File: src/rtl/valrdy_repeater.sv
// valrdy_repeater: a chain of STAGES elastic register stages carrying a
// valid/ready stream. Each stage is a two-entry skid buffer (main + skid
// register), so every handshake signal at a stage boundary is registered
// while full throughput is kept.
//
// Parameters:
//   DATA_WIDTH  payload width in bits
//   STAGES      number of elastic stages (1..8); empty-pipe latency is STAGES
//
// Ports:
//   clk      rising-edge clock
//   rst      synchronous active-high reset; clears all valid/skid flags
//   in_val   upstream valid
//   in_dat   upstream payload
//   in_rdy   repeater can accept (flop output)
//   out_val  downstream valid (flop output)
//   out_dat  downstream payload (flop outputs)
//   out_rdy  downstream can accept
//
// Optional build macro VALRDY_REPEATER_CNT_EN adds:
//   in_cnt   32-bit count of input transfers (wraps)
//   out_cnt  32-bit count of output transfers (wraps)
module valrdy_repeater #(
  parameter int DATA_WIDTH = 64,
  parameter int STAGES     = 2
) (
  input  logic                  clk,
  input  logic                  rst,
  input  logic                  in_val,
  input  logic [DATA_WIDTH-1:0] in_dat,
  output logic                  in_rdy,
  output logic                  out_val,
  output logic [DATA_WIDTH-1:0] out_dat,
  input  logic                  out_rdy
`ifdef VALRDY_REPEATER_CNT_EN
  ,
  output logic [31:0]           in_cnt,
  output logic [31:0]           out_cnt
`endif
);

  // Per-stage state
  logic [STAGES-1:0]     main_v;
  logic [STAGES-1:0]     skid_v;
  logic [STAGES-1:0]     rdy_q;
  logic [DATA_WIDTH-1:0] main_d [STAGES];
  logic [DATA_WIDTH-1:0] skid_d [STAGES];

  // Next-state values
  logic [STAGES-1:0]     main_v_n;
  logic [STAGES-1:0]     skid_v_n;
  logic [DATA_WIDTH-1:0] main_d_n [STAGES];
  logic [DATA_WIDTH-1:0] skid_d_n [STAGES];

  // Inter-stage wiring: entry i feeds stage i (upstream side), entry i+1 of
  // the ready chain is what stage i sees from downstream.
  logic [STAGES:0]       chain_v;
  logic [STAGES:0]       rdy_chain;
  logic [DATA_WIDTH-1:0] chain_d [STAGES+1];

  logic [STAGES-1:0]     up_fire;
  logic [STAGES-1:0]     dn_fire;

  always_comb begin
    chain_v    = {main_v, in_val};
    rdy_chain  = {out_rdy, rdy_q};
    chain_d[0] = in_dat;
    for (int unsigned i = 0; i < STAGES; i++) begin
      chain_d[i+1] = main_d[i];
    end
  end

  always_comb begin
    for (int unsigned i = 0; i < STAGES; i++) begin
      up_fire[i]  = chain_v[i] & rdy_q[i];
      dn_fire[i]  = main_v[i] & rdy_chain[i+1];
      main_v_n[i] = main_v[i];
      main_d_n[i] = main_d[i];
      skid_v_n[i] = skid_v[i];
      skid_d_n[i] = skid_d[i];
      if (!main_v[i] || dn_fire[i]) begin
        // Main is free this edge: the skid word is older, so it goes first.
        if (skid_v[i]) begin
          main_v_n[i] = 1'b1;
          main_d_n[i] = skid_d[i];
          skid_v_n[i] = 1'b0;
        end else if (up_fire[i]) begin
          main_v_n[i] = 1'b1;
          main_d_n[i] = chain_d[i];
        end else begin
          main_v_n[i] = 1'b0;
        end
      end else if (up_fire[i]) begin
        // Main is stalled; ready was still high, so park the arrival in skid.
        // rdy_q is low whenever skid is occupied, so skid is never overwritten.
        skid_v_n[i] = 1'b1;
        skid_d_n[i] = chain_d[i];
      end
    end
  end

  // Control flops. Ready is kept as its own flop (rather than ~skid_v) so it
  // can be held low during reset while skid_v is cleared.
  always_ff @(posedge clk) begin
    if (rst) begin
      main_v <= '0;
      skid_v <= '0;
      rdy_q  <= '0;
    end else begin
      main_v <= main_v_n;
      skid_v <= skid_v_n;
      rdy_q  <= ~skid_v_n;
    end
  end

  // Payload flops carry no reset; their contents are qualified by the flags.
  always_ff @(posedge clk) begin
    for (int unsigned i = 0; i < STAGES; i++) begin
      main_d[i] <= main_d_n[i];
      skid_d[i] <= skid_d_n[i];
    end
  end

  assign in_rdy  = rdy_q[0];
  assign out_val = main_v[STAGES-1];
  assign out_dat = main_d[STAGES-1];

`ifdef VALRDY_REPEATER_CNT_EN
  logic [31:0] in_cnt_q;
  logic [31:0] out_cnt_q;

  always_ff @(posedge clk) begin
    if (rst) begin
      in_cnt_q  <= '0;
      out_cnt_q <= '0;
    end else begin
      if (up_fire[0])        in_cnt_q  <= in_cnt_q + 32'd1;
      if (dn_fire[STAGES-1]) out_cnt_q <= out_cnt_q + 32'd1;
    end
  end

  assign in_cnt  = in_cnt_q;
  assign out_cnt = out_cnt_q;
`endif

endmodule
File: config.mk
export PLATFORM = sky130hd
export DESIGN_NAME = valrdy_repeater
export DESIGN_NICKNAME = d
export VERILOG_FILES = /design/src/rtl/valrdy_repeater.sv
export SDC_FILE = /design/constraint.sdc
export NUM_CORES = 1
export LEC_CHECK = 0
export BUFFER_PORTS_ARGS = -buffer_cell sky130_fd_sc_hd__buf_2
export CAP_MARGIN = 20
export CORE_AREA = 2 2 137 139
export CTS_BUF_LIST = sky130_fd_sc_hd__clkbuf_16
export CTS_CLUSTER_DIAMETER = 40
export CTS_CLUSTER_SIZE = 25
export DETAILED_ROUTE_END_ITERATION = 12
export DIE_AREA = 0 0 139 141
export PLACE_DENSITY = 0.74
export SYNTH_ARGS = -nofsm -noshare
export SYNTH_HDL_FRONTEND = slang
export SYNTH_SLANG_ARGS = --single-unit
File: constraint.sdc
create_clock -name clk -period 6.3 [get_ports clk]
set_clock_uncertainty 0.15 [all_clocks]
set_input_delay 0.63 -clock clk [delete_from_list [all_inputs] [get_ports clk]]
set_output_delay 0.63 -clock clk [all_outputs]
set_load 0.005 [all_outputs]
## Yosys cells after proc, flatten, opt, wreduce, memory -nomap -nowiden

Memories as Yosys holds them, arrays and structs flattened.
Cells that the tools add are included.

- Memory bits (writable): 256
- Logic and storage cells: 32
- Output and inout bits: 66
- Flip-flop bits (word level): 6
- Memories: 2

- Muxes and demuxes: 18
- Bitwise logic cells: 4
- Reduce and logical (&&, ||, !) cells: 4

Memory list:

| name | words | bits a word | rd ports | clocked after memory_dff | wr ports | line | source |
|---|---|---|---|---|---|---|---|
| main_d | 2 | 64 | 2 | 0 | 2 | 46 | `logic [DATA_WIDTH-1:0] main_d [STAGES];` |
| skid_d | 2 | 64 | 2 | 0 | 2 | 47 | `logic [DATA_WIDTH-1:0] skid_d [STAGES];` |

Operators by type and width:

| cell | count |
|---|---|
| 64-bit 2-to-1 mux | 10 |
| 1-bit 2-to-1 mux | 8 |
| 1-bit bitwise AND | 3 |
| 1-bit logical NOT | 2 |
| 1-bit logical OR | 2 |
| 2-bit NOT | 1 |

## Longest topological paths before layout

Gate-level depths: netlist of the first run.

- Depth after elaboration: 4
- Mapped depth: 3
- Mapped depth without buffers: 2

## Worst setup path after synthesis of the first run

No wires, ideal clock.

- Path type: input -> register
- Start: input port in_val
- End: memory main_d[0][0], enable pin
- Arrival time: 3413 ps
- Required time: 5664 ps
- Stages on the path: 2
- Setup time: 486 ps
- Setup slack: 2250 ps
- Cell sequence: a21oi_1 > nor2_1

RTL lines:

| item | line | source |
|---|---|---|
| from (decl) | 29 | `input logic in_val,` |
| to (decl) | 46 |  |

==> flow_metrics.tcl, run 1 <==
set metrics [dict create \
    grt_pass1_vias 4542 \
    syn_inst 420 \
    syn_area_per_cell_um2 23.5 \
    route.vias.total 4301 \
    synth_warnings 0 \
    min_to "skid_d[0][58]$_DFFE_PP_" \
    rr_worst_depth 4 \
    post-route-period-util 0.401 \
    slowest_delay_ps 720 \
    dr.pass1.iters 4 \
    n_antenna_cell 0 \
    instances_no_fill 838 \
    max_slew.worst_pin.slew_ps 899 \
    placedCellCount 775 \
    met2_usage 0.269 \
    whs_path_depth 1 \
    min_period_ps 2530 \
    end_kind "flop" \
    clk_latency_ps 490 \
    overflow 0 \
    hold_viol_final 0 \
    die_w_um 139 \
    path_class "reg2reg" \
    grt_pass1_wl_mm 24.1 \
    crit_required_ps 6250 \
    syn2layout_area_growth_pct 20.8 \
    worst-path-max-fanout 64 \
    rsz0062_at_grt "no" \
    crit_buf_inv 2 \
    slew_headroom 0.401 \
    setup_viol 0 \
    core.rowCount 50 \
    dp_hpwl_mm 9.39 \
    drt-initial-drc-count 219 \
    reg2reg_slack_ps 3770 \
    grt_busiest_layer "met2" \
    die_area_um2 19600 \
    clockBufferDepth 3 \
    numCtsBuffers 34 \
    start_util 0.540 \
    status "finished clean" \
    via_per_inst 5.13 \
    holdWs_ps 183 \
    ir_drop_mv 0.207 \
    routed_wl_mm 15.4 \
    drv_cap 0 \
    r2r-end "main_d[0][29]$_DFFE_PP_" \
    cp_top_family "buffers and inverters" \
    setup_tns_ps 0 \
    ant_nets 0 \
    drive_gt1_frac 0.540 \
    yosysSeqAreaShare 0.791 \
    total_leakage_power_nw 4.31 \
    worstReg2RegStart "skid_v[0]$_SDFF_PP0_" \
    cts_num_sinks 262 \
    syn_area_um2 9860 \
    path_clk_slew_ps 60 \
    critPathLaunchType "flop" \
    htreeDepth 2 \
    drc 0 \
    antenna_found_initial 0 \
    cellPowerDensity_nw_per_um2 335 \
    ys_ff_latch 262 \
    grt_max_degree 66 \
    cp_slowest_cell "dfxtp_4" \
    cts.repair.resized 0 \
    fmax_ghz 0.396 \
    cts_root_buf "clkbuf_16" \
    synthDistinctLibCells 13 \
    synthesis.nets 488 \
    io_buffer_count 133 \
    grt.met1_usage 0.199 \
    cts_tree "yes" \
    gp_congestion 0.708 \
    hp-class "in2reg" \
    cp.arrival_ps 2480 \
    avgRoutedWirePerCell_um 18.4 \
    grt_use_met3 0.0323 \
    worstPathCellList "buf_16, a21oi_1, nor2_4, buf_4" \
    nFillCells 1217 \
    track_usage 0.158 \
    num_io_pins 134 \
    holdBufCountCts 0 \
    finalNetCount 647 \
    dieHeight_um 141 \
    core-area_um2 18300 \
    cts_setup_buffers 0 \
    slew_viol_final 0 \
    worstHoldStart "in_dat[58]" \
]
## flip-flops by register name, indices dropped and copies added (netlist names)
register	count
skid_d	128
skid_v	2
main_d	128
main_v	2
rdy_q	2
## cell type report
| cell class | instances | area (um^2) | share of cell area |
|---|---|---|---|
| repair buffers | 137 | 736 | 0.0617 |
| clock inverters | 26 | 263 | 0.0220 |
| well taps | 234 | 293 | 0.0246 |
| flip-flops and latches | 262 | 7820 | 0.656 |
| multi-input cells | 144 | 1940 | 0.163 |
| clock buffers | 35 | 876 | 0.0735 |
## worst max path at each step
stage | from | depth (start not counted) | end | slack (ps)
detailed placement | skid_v[1]$_SDFF_PP0_ | 3 | main_d[0][64]$_DFFE_PP_ | 3020
global route | skid_v[0]$_SDFF_PP0_ | 4 | main_d[0][36]$_DFFE_PP_ | 3580
global placement | skid_v[1]$_SDFF_PP0_ | 3 | main_d[0][67]$_DFFE_PP_ | 3180
finish | skid_v[0]$_SDFF_PP0_ | 4 | main_d[0][29]$_DFFE_PP_ | 3770
CTS | skid_v[1]$_SDFF_PP0_ | 3 | main_d[0][126]$_DFFE_PP_ | 2990
floorplan | in_val | 2 | main_d[0][0]$_DFFE_PP_ | 2250
## cells in the final DEF, fill, tap and decap left out, types with 4 or more instances in the layout
cell type / count
a21oi_1: 4
mux2_4: 100
clkinv_1: 6
buf_2: 133
clkbuf_16: 35
edfxtp_1: 256
clkinv_2: 7
bufinv_16: 5
clkinvlp_4: 4
dfxtp_1: 4
mux2_2: 28
## logic make-up (layout without fill, tap and decap cells)
group | count (synthesis) | after routing | synth area share
AO/OA/AOI/OAI | 6 | 6 | 0.00406
buffers and inverters | 14 | 198 | 0.0147
flip-flops | 262 | 262 | 0.791
multiplexers | 128 | 128 | 0.184
AND/OR/NAND/NOR | 10 | 10 | 0.00558
## Yosys cell counts
cell type	count	area, um^2
nor2_1	2	7.51
dfxtp_1	6	120
nor2b_1	2	12.5
nor3_1	2	10.0
and3_1	2	12.5
mux2_4	100	1500
buf_2	2	10.0
a21oi_1	4	20.0
buf_6	12	135
o21ba_2	2	20.0
nand2b_1	2	12.5
edfxtp_1	256	7690
mux2_2	28	315
## metrics by stage
| step | area (um^2) | total power (W) | utilization | setup WS [ps] |
|---|---|---|---|---|
| finish | 11900 | 0.00399 | 0.652 | 3770 |
| CTS | 11900 | 0.00404 | 0.649 | 2990 |
| floorplan | 9860 | 0.00208 | - | 2250 |
| global route | 11900 | 0.00412 | 0.652 | 3580 |
| detailed placement | 10700 | 0.00214 | 0.587 | 3020 |
| global placement | 10700 | 0.00213 | 0.587 | 3180 |
## report_power, final
group | internal [W] | leakage [nW] | switching (W)
clock network | 0.00122 | 0.559 | 0.000679
registers | 0.00196 | 2.38 | 0.0000163
logic | 0.0000719 | 1.37 | 0.0000524
## routing by layer
layer | up-vias | wire, um
met4 | 0 | 408
li1 | 2010 | -
met5 | - | 0
met1 | 2143 | 6480
met3 | 32 | 739
met2 | 116 | 7790
No activity file was read; power rests on OpenSTA's default activity.
==> run 2: changes to the inputs <==
--- a/config.mk
+++ b/config.mk
@@ -7,13 +7,13 @@
 export LEC_CHECK = 0
 export BUFFER_PORTS_ARGS = -buffer_cell sky130_fd_sc_hd__buf_2
 export CAP_MARGIN = 20
-export CORE_AREA = 2 2 137 139
+export CORE_AREA = 2 2 143 145
 export CTS_BUF_LIST = sky130_fd_sc_hd__clkbuf_16
 export CTS_CLUSTER_DIAMETER = 40
 export CTS_CLUSTER_SIZE = 25
 export DETAILED_ROUTE_END_ITERATION = 12
-export DIE_AREA = 0 0 139 141
-export PLACE_DENSITY = 0.74
+export DIE_AREA = 0 0 145 147
+export PLACE_DENSITY = 0.72
 export SYNTH_ARGS = -nofsm -noshare
 export SYNTH_HDL_FRONTEND = slang
 export SYNTH_SLANG_ARGS = --single-unit
==> constraint.sdc (replaced) <==
create_clock -name clk -period 2.1 [get_ports clk]
set_clock_uncertainty 0.15 [all_clocks]
set_input_delay 0.21 -clock clk [delete_from_list [all_inputs] [get_ports clk]]
set_output_delay 0.21 -clock clk [all_outputs]
set_load 0.005 [all_outputs]
==> run 2 against run 1 <==
Net effect:
- core utilization down 1.2 points
- routed wire length up 3.6%
- flip-flop and latch count unchanged
- clock power rose to 3.0 times the previous value
- cell area up 6.7%
- setup slack worse by 3500 ps
- count of clock-buffer cells in the layout unchanged
==> flow_metrics.tcl, run 2 (synthesis gave the netlist of run 1 again) <==
set metrics [dict create \
    min_period_ps 1840 \
    grt_pass1_vias 4932 \
    routed_wl_mm 16.0 \
    overflow 0 \
    post-route-period-util 0.877 \
    setup_tns_ps 0 \
    drt-initial-drc-count 209 \
    syn2layout_area_growth_pct 28.9 \
    start_util 0.497 \
    worst-path-max-fanout 22 \
    final_cell_mix "edfxtp_1, buf_2, mux2_4" \
    avgRoutedWirePerCell_um 16.9 \
    via_per_inst 4.81 \
    path_class "reg2reg" \
    drv_cap 0 \
    drc 0 \
    hp-class "in2reg" \
    cts_tree "yes" \
    htreeDepth 2 \
    grt_pass1_wl_mm 25.6 \
    rsz0062_at_grt "no" \
    setup_viol 0 \
    hold_viol_final 0 \
    dieHeight_um 147 \
    worstPathCellList "a21oi_1, a21oi_1, dlygate4sd3_1" \
    track_usage 0.152 \
    clk_latency_ps 490 \
    num_io_pins 134 \
    critPathLaunchType "flop" \
    dp_hpwl_mm 9.96 \
    core-area_um2 19800 \
    cellPowerDensity_nw_per_um2 942 \
    cts_num_sinks 262 \
    cts.repair.resized 0 \
    worstHoldStart "in_dat[63]" \
    finalNetCount 722 \
    slew_headroom 0.654 \
    cp_slowest_cell "dlygate4sd3_1" \
    gp_congestion 0.764 \
    slew_viol_final 0 \
    slowest_delay_ps 570 \
    max_slew.worst_pin.slew_ps 519 \
    reg_top3 "main_d x128, skid_d x128" \
    cts_root_buf "clkbuf_16" \
    ir_drop_mv 0.536 \
    dr.pass1.iters 4 \
    core.rowCount 52 \
    reg2reg_slack_ps 260 \
    n_antenna_cell 0 \
    io_buffer_count 133 \
    drive_gt1_frac 0.490 \
    ant_nets 0 \
    status "finished clean" \
    end_kind "flop" \
    cp-startpoint "skid_v[0]$_SDFF_PP0_" \
    path_clk_slew_ps 60 \
    die_w_um 145 \
    cp.arrival_ps 2070 \
    total_leakage_power_nw 4.63 \
    path_common_cell "a21oi_1" \
    worstReg2RegStart "skid_v[0]$_SDFF_PP0_" \
    fmax_ghz 0.543 \
    grt_max_degree 65 \
    final_common_cell "edfxtp_1" \
    die_area_um2 21300 \
    antenna_found_initial 0 \
    clockBufferDepth 3 \
    route.vias.total 4547 \
    final_core_util 0.641 \
    crit_required_ps 2330 \
    numCtsBuffers 34 \
]
[run 2: cell type report]
type	count	area [um^2]
multi-input combinational	144	1940
tap	270	338
sequential	262	7820
fill	1330	7130
clock inverter	23	236
clock buffer	35	876
timing repair buffer	212	1520
[run 2: critical path: cells and delay by family (launching register included)]
family / cells / cell delay, ps
buffers and inverters: 1 / 570
AOI/OAI and AO/OA: 2 / 550
DFF: 1 / 460
[run 2: layer usage]
layer,GRT usage,vias up,share of wire
li1,-,2151,-
met1,0.184,2239,0.41
met2,0.267,121,0.51
met3,0.0382,36,0.054
met4,0.0554,0,0.025
met5,0,-,0
[run 2: metrics by stage]
| stage | std cells | instance area (um^2) | hold slack [ps] | power, W | setup WS [ps] |
|---|---|---|---|---|---|
| after floorplan | 420 | 9880 | 129 | 0.00624 | 8.30 |
| after global routing | 946 | 12700 | 281 | 0.0124 | 190 |
| after detailed placement | 820 | 10900 | 256 | 0.00642 | 414 |
| final | 946 | 12700 | 290 | 0.0120 | 257 |
| after CTS | 946 | 12700 | 269 | 0.0121 | 276 |
| after global placement | 820 | 10900 | 256 | 0.00639 | 453 |
[run 2: repair_timing]
item,4_1_cts,5_1_grt
buffers inserted,0,0
hold buffers,68,0
hold endpoints to repair,134,0
endpoints found under the setup margin,0,0
[run 2: path summary, 6_finish.rpt]
check	endpoint	cells past startpoint
worst max-delay path	main_v[0]$_SDFFE_PP0P_	3
worst min-delay path	skid_d[0][63]$_DFFE_PP_	2
worst max register to register	main_v[0]$_SDFFE_PP0P_	3
worst min register to register	skid_d[0][115]$_DFFE_PP_	0
[run 2: power breakdown]
part	switching, W	internal (W)
clock network	0.00205	0.00353
logic	0.000179	0.000308
registers	0.0000473	0.00587
total	0.00228	0.00971
==> run 3: changes to the inputs <==
--- a/config.mk
+++ b/config.mk
@@ -5,14 +5,15 @@
 export SDC_FILE = /design/constraint.sdc
 export NUM_CORES = 1
 export LEC_CHECK = 0
+export ABC_AREA = 1
 export BUFFER_PORTS_ARGS = -buffer_cell sky130_fd_sc_hd__buf_2
 export CAP_MARGIN = 20
-export CORE_AREA = 2 2 143 145
+export CORE_AREA = 2 2 141 143
 export CTS_BUF_LIST = sky130_fd_sc_hd__clkbuf_16
 export CTS_CLUSTER_DIAMETER = 40
 export CTS_CLUSTER_SIZE = 25
 export DETAILED_ROUTE_END_ITERATION = 12
-export DIE_AREA = 0 0 145 147
+export DIE_AREA = 0 0 143 145
 export PLACE_DENSITY = 0.72
 export SYNTH_ARGS = -nofsm -noshare
 export SYNTH_HDL_FRONTEND = slang
==> run 3 against run 2 <==
Net effect:
- worst hold slack lost 35 ps
- via count grew 21%
- non-clock buffer count shrank 2
- sequential share of layout area grew 3.3 points
- power shrank 9.6%
==> flow_metrics.tcl, run 3 <==
set metrics [dict create \
    overflow 0 \
    htreeDepth 1 \
    dp_hpwl_mm 9.81 \
    cts_tree "yes" \
    core.rowCount 51 \
    synthesis.nets 770 \
    synth_warnings 0 \
    register_area_um2 7810 \
    io_buffer_count 133 \
    post-route-worst-setup-slack_ps 540 \
    ir_drop_mv 0.615 \
    final_cell_mix "nand2_1, edfxtp_1, buf_2" \
    fmax_ghz 0.641 \
    path_common_cell "nand2_2" \
    syn_area_per_cell_um2 13.7 \
    cp.arrival_ps 1590 \
    synth_top_area_frac 0.798 \
    critPathLaunchType "flop" \
    ys.flop_type "edfxtp_1" \
    drv_cap 0 \
    worstPathCellList "nand2_1, nand2_2, nand2_2, clkinvlp_4, buf_12" \
    rr_worst_depth 5 \
    track_usage 0.163 \
    drt-initial-drc-count 365 \
    final_common_cell "nand2_1" \
    cts_num_sinks 262 \
    clockBufferDepth 3 \
    ys_ff_latch 262 \
    syn2layout_area_growth_pct 25.1 \
    synth_area_leaders "edfxtp_1, nand2_1, buf_6" \
    antenna_found_initial 0 \
    cp_slowest_cell "dfxtp_1" \
    post-route-period-util 0.743 \
    n_antenna_cell 0 \
    numCtsBuffers 26 \
    multiInputGateArea_um2 1550 \
    hp-class "in2reg" \
    routed_wl_mm 16.8 \
    syn_area_um2 9630 \
    dieHeight_um 145 \
    max_slew.worst_pin.slew_ps 684 \
    synth_edf_count 256 \
    path_clk_slew_ps 70 \
    start_util 0.502 \
    nFillCells 1410 \
    gp_congestion 0.796 \
    cp_top_family "buffers and inverters" \
    yosysTopAreaCell "edfxtp_1" \
    slowest_delay_ps 350 \
    cellPowerDensity_nw_per_um2 899 \
    placedCellCount 1081 \
    dr.pass1.iters 5 \
    core-area_um2 19200 \
    min_period_ps 1560 \
    num_io_pins 134 \
    final_core_util 0.628 \
    post-synth-top-count-cell "nand2_1" \
    post-route-cell-area_um2 12100 \
    route.vias.total 5486 \
    synth_common_cells "nand2_1, edfxtp_1, buf_6" \
    die_w_um 143 \
    worst-path-max-fanout 64 \
    worstHoldStart "in_dat[2]" \
    place_area_um2 10500 \
    slew_headroom 0.544 \
    cts.repair.resized 0 \
    r2r-end "main_d[0][101]$_DFFE_PP_" \
    finalNetCount 980 \
    grt_pass1_vias 5447 \
    reg2reg_slack_ps 540 \
    synthDistinctLibCells 12 \
    clk_latency_ps 530 \
    path_class "reg2reg" \
    status "finished clean" \
    slew_viol_final 0 \
    hold_viol_final 0 \
    setup_tns_ps 0 \
    drive_gt1_frac 0.220 \
    die_area_um2 20700 \
    avgRoutedWirePerCell_um 14.0 \
    min_to "skid_d[0][2]$_DFFE_PP_" \
    ant_nets 0 \
    reg_top3 "main_d x128, skid_d x128" \
    via_per_inst 4.58 \
    syn_inst 702 \
    async_flop_share 0 \
    crit_required_ps 2130 \
    instances_no_fill 1197 \
    cts_root_buf "clkbuf_16" \
    yosysSeqAreaShare 0.810 \
    whs_path_depth 2 \
    end_kind "flop" \
    place_ws_ps 559 \
    grt_pass1_wl_mm 27.2 \
    cp.depth 5 \
    setup_viol 0 \
    worstReg2RegStart "rdy_q[1]$_SDFF_PP0_" \
    crit_buf_inv 2 \
    rsz0062_at_grt "no" \
    grt_max_degree 65 \
    drc 0 \
    total_leakage_power_nw 4.79 \
]
==> run 3: changes by cell type after synthesis, moves of 5 or more <==
cell     before  now
mux2_2       28    0
mux2_4      100    0
nand2_1       0  390
nor2_1        2   10
buf_6        12   17
inv_1         0    6
buf_4         0    8
==> run 3: per-stage QoR <==
| step | hold WS (ps) | total power (W) |
|---|---|---|
| 3_3_place_gp | 254 | 0.00634 |
| 4_1_cts | 240 | 0.0109 |
| 6_report | 255 | 0.0108 |
| 5_1_grt | 241 | 0.0112 |
| 2_1_floorplan | 125 | 0.00618 |
| 3_5_place_dp | 253 | 0.00636 |
==> run 3: routing by layer <==
layer  routed length, um  vias up  global-route usage
li1                    -     2784                   -
met1                7240     2519               0.217
met2                8260      149               0.274
met3                 875       34              0.0257
met4                 406        0              0.0559
met5                   0        -                   0
==> run 3: worst reg2reg max path: stages (launching register included) <==
cell	delay [ps]
dfxtp_1	350
nand2_1	130
nand2_2	120
nand2_2	70
clkinvlp_4	80
buf_12	290
==> run 3: power by group <==
group          total, W  internal [W]  switching (W)
sequential      0.00591       0.00587      0.0000432
clock           0.00450       0.00239        0.00210
combinational  0.000427      0.000208       0.000219
==> run 3: area by class of cell <==
type                            instances  share of cell area
Multi-Input combinational cell        404               0.129
Inverter                                8             0.00311
Tap cell                              265              0.0275
Clock buffer                           26              0.0540
Timing Repair Buffer                  210               0.121
Sequential cell                       262               0.648
Clock inverter                         22              0.0171
==> run 3: logic make-up after synthesis <==
| group | count (synthesis) | share of synthesized area |
|---|---|---|
| simple gates | 402 | 0.157 |
| flops | 262 | 0.810 |
| compound gates | 2 | 0.00104 |
| buf+inv | 36 | 0.0314 |
==> run 3: how the worst max path moves through the flow <==
stage / startpoint / to
4_1_cts: rdy_q[1]$_SDFF_PP0_ / main_d[0][64]$_DFFE_PP_
3_3_place_gp: rdy_q[1]$_SDFF_PP0_ / main_d[0][89]$_DFFE_PP_
5_1_grt: rdy_q[1]$_SDFF_PP0_ / main_d[0][101]$_DFFE_PP_
2_1_floorplan: skid_v[0]$_SDFF_PP0_ / main_d[0][0]$_DFFE_PP_
3_5_place_dp: rdy_q[1]$_SDFF_PP0_ / main_d[0][84]$_DFFE_PP_
6_report: rdy_q[1]$_SDFF_PP0_ / main_d[0][101]$_DFFE_PP_
==> run 3: what timing repair did <==
action                                 4_1_cts  5_1_grt
setup buffers                                0        0
hold buffers                                68        0
endpoints found under the hold margin      134        0
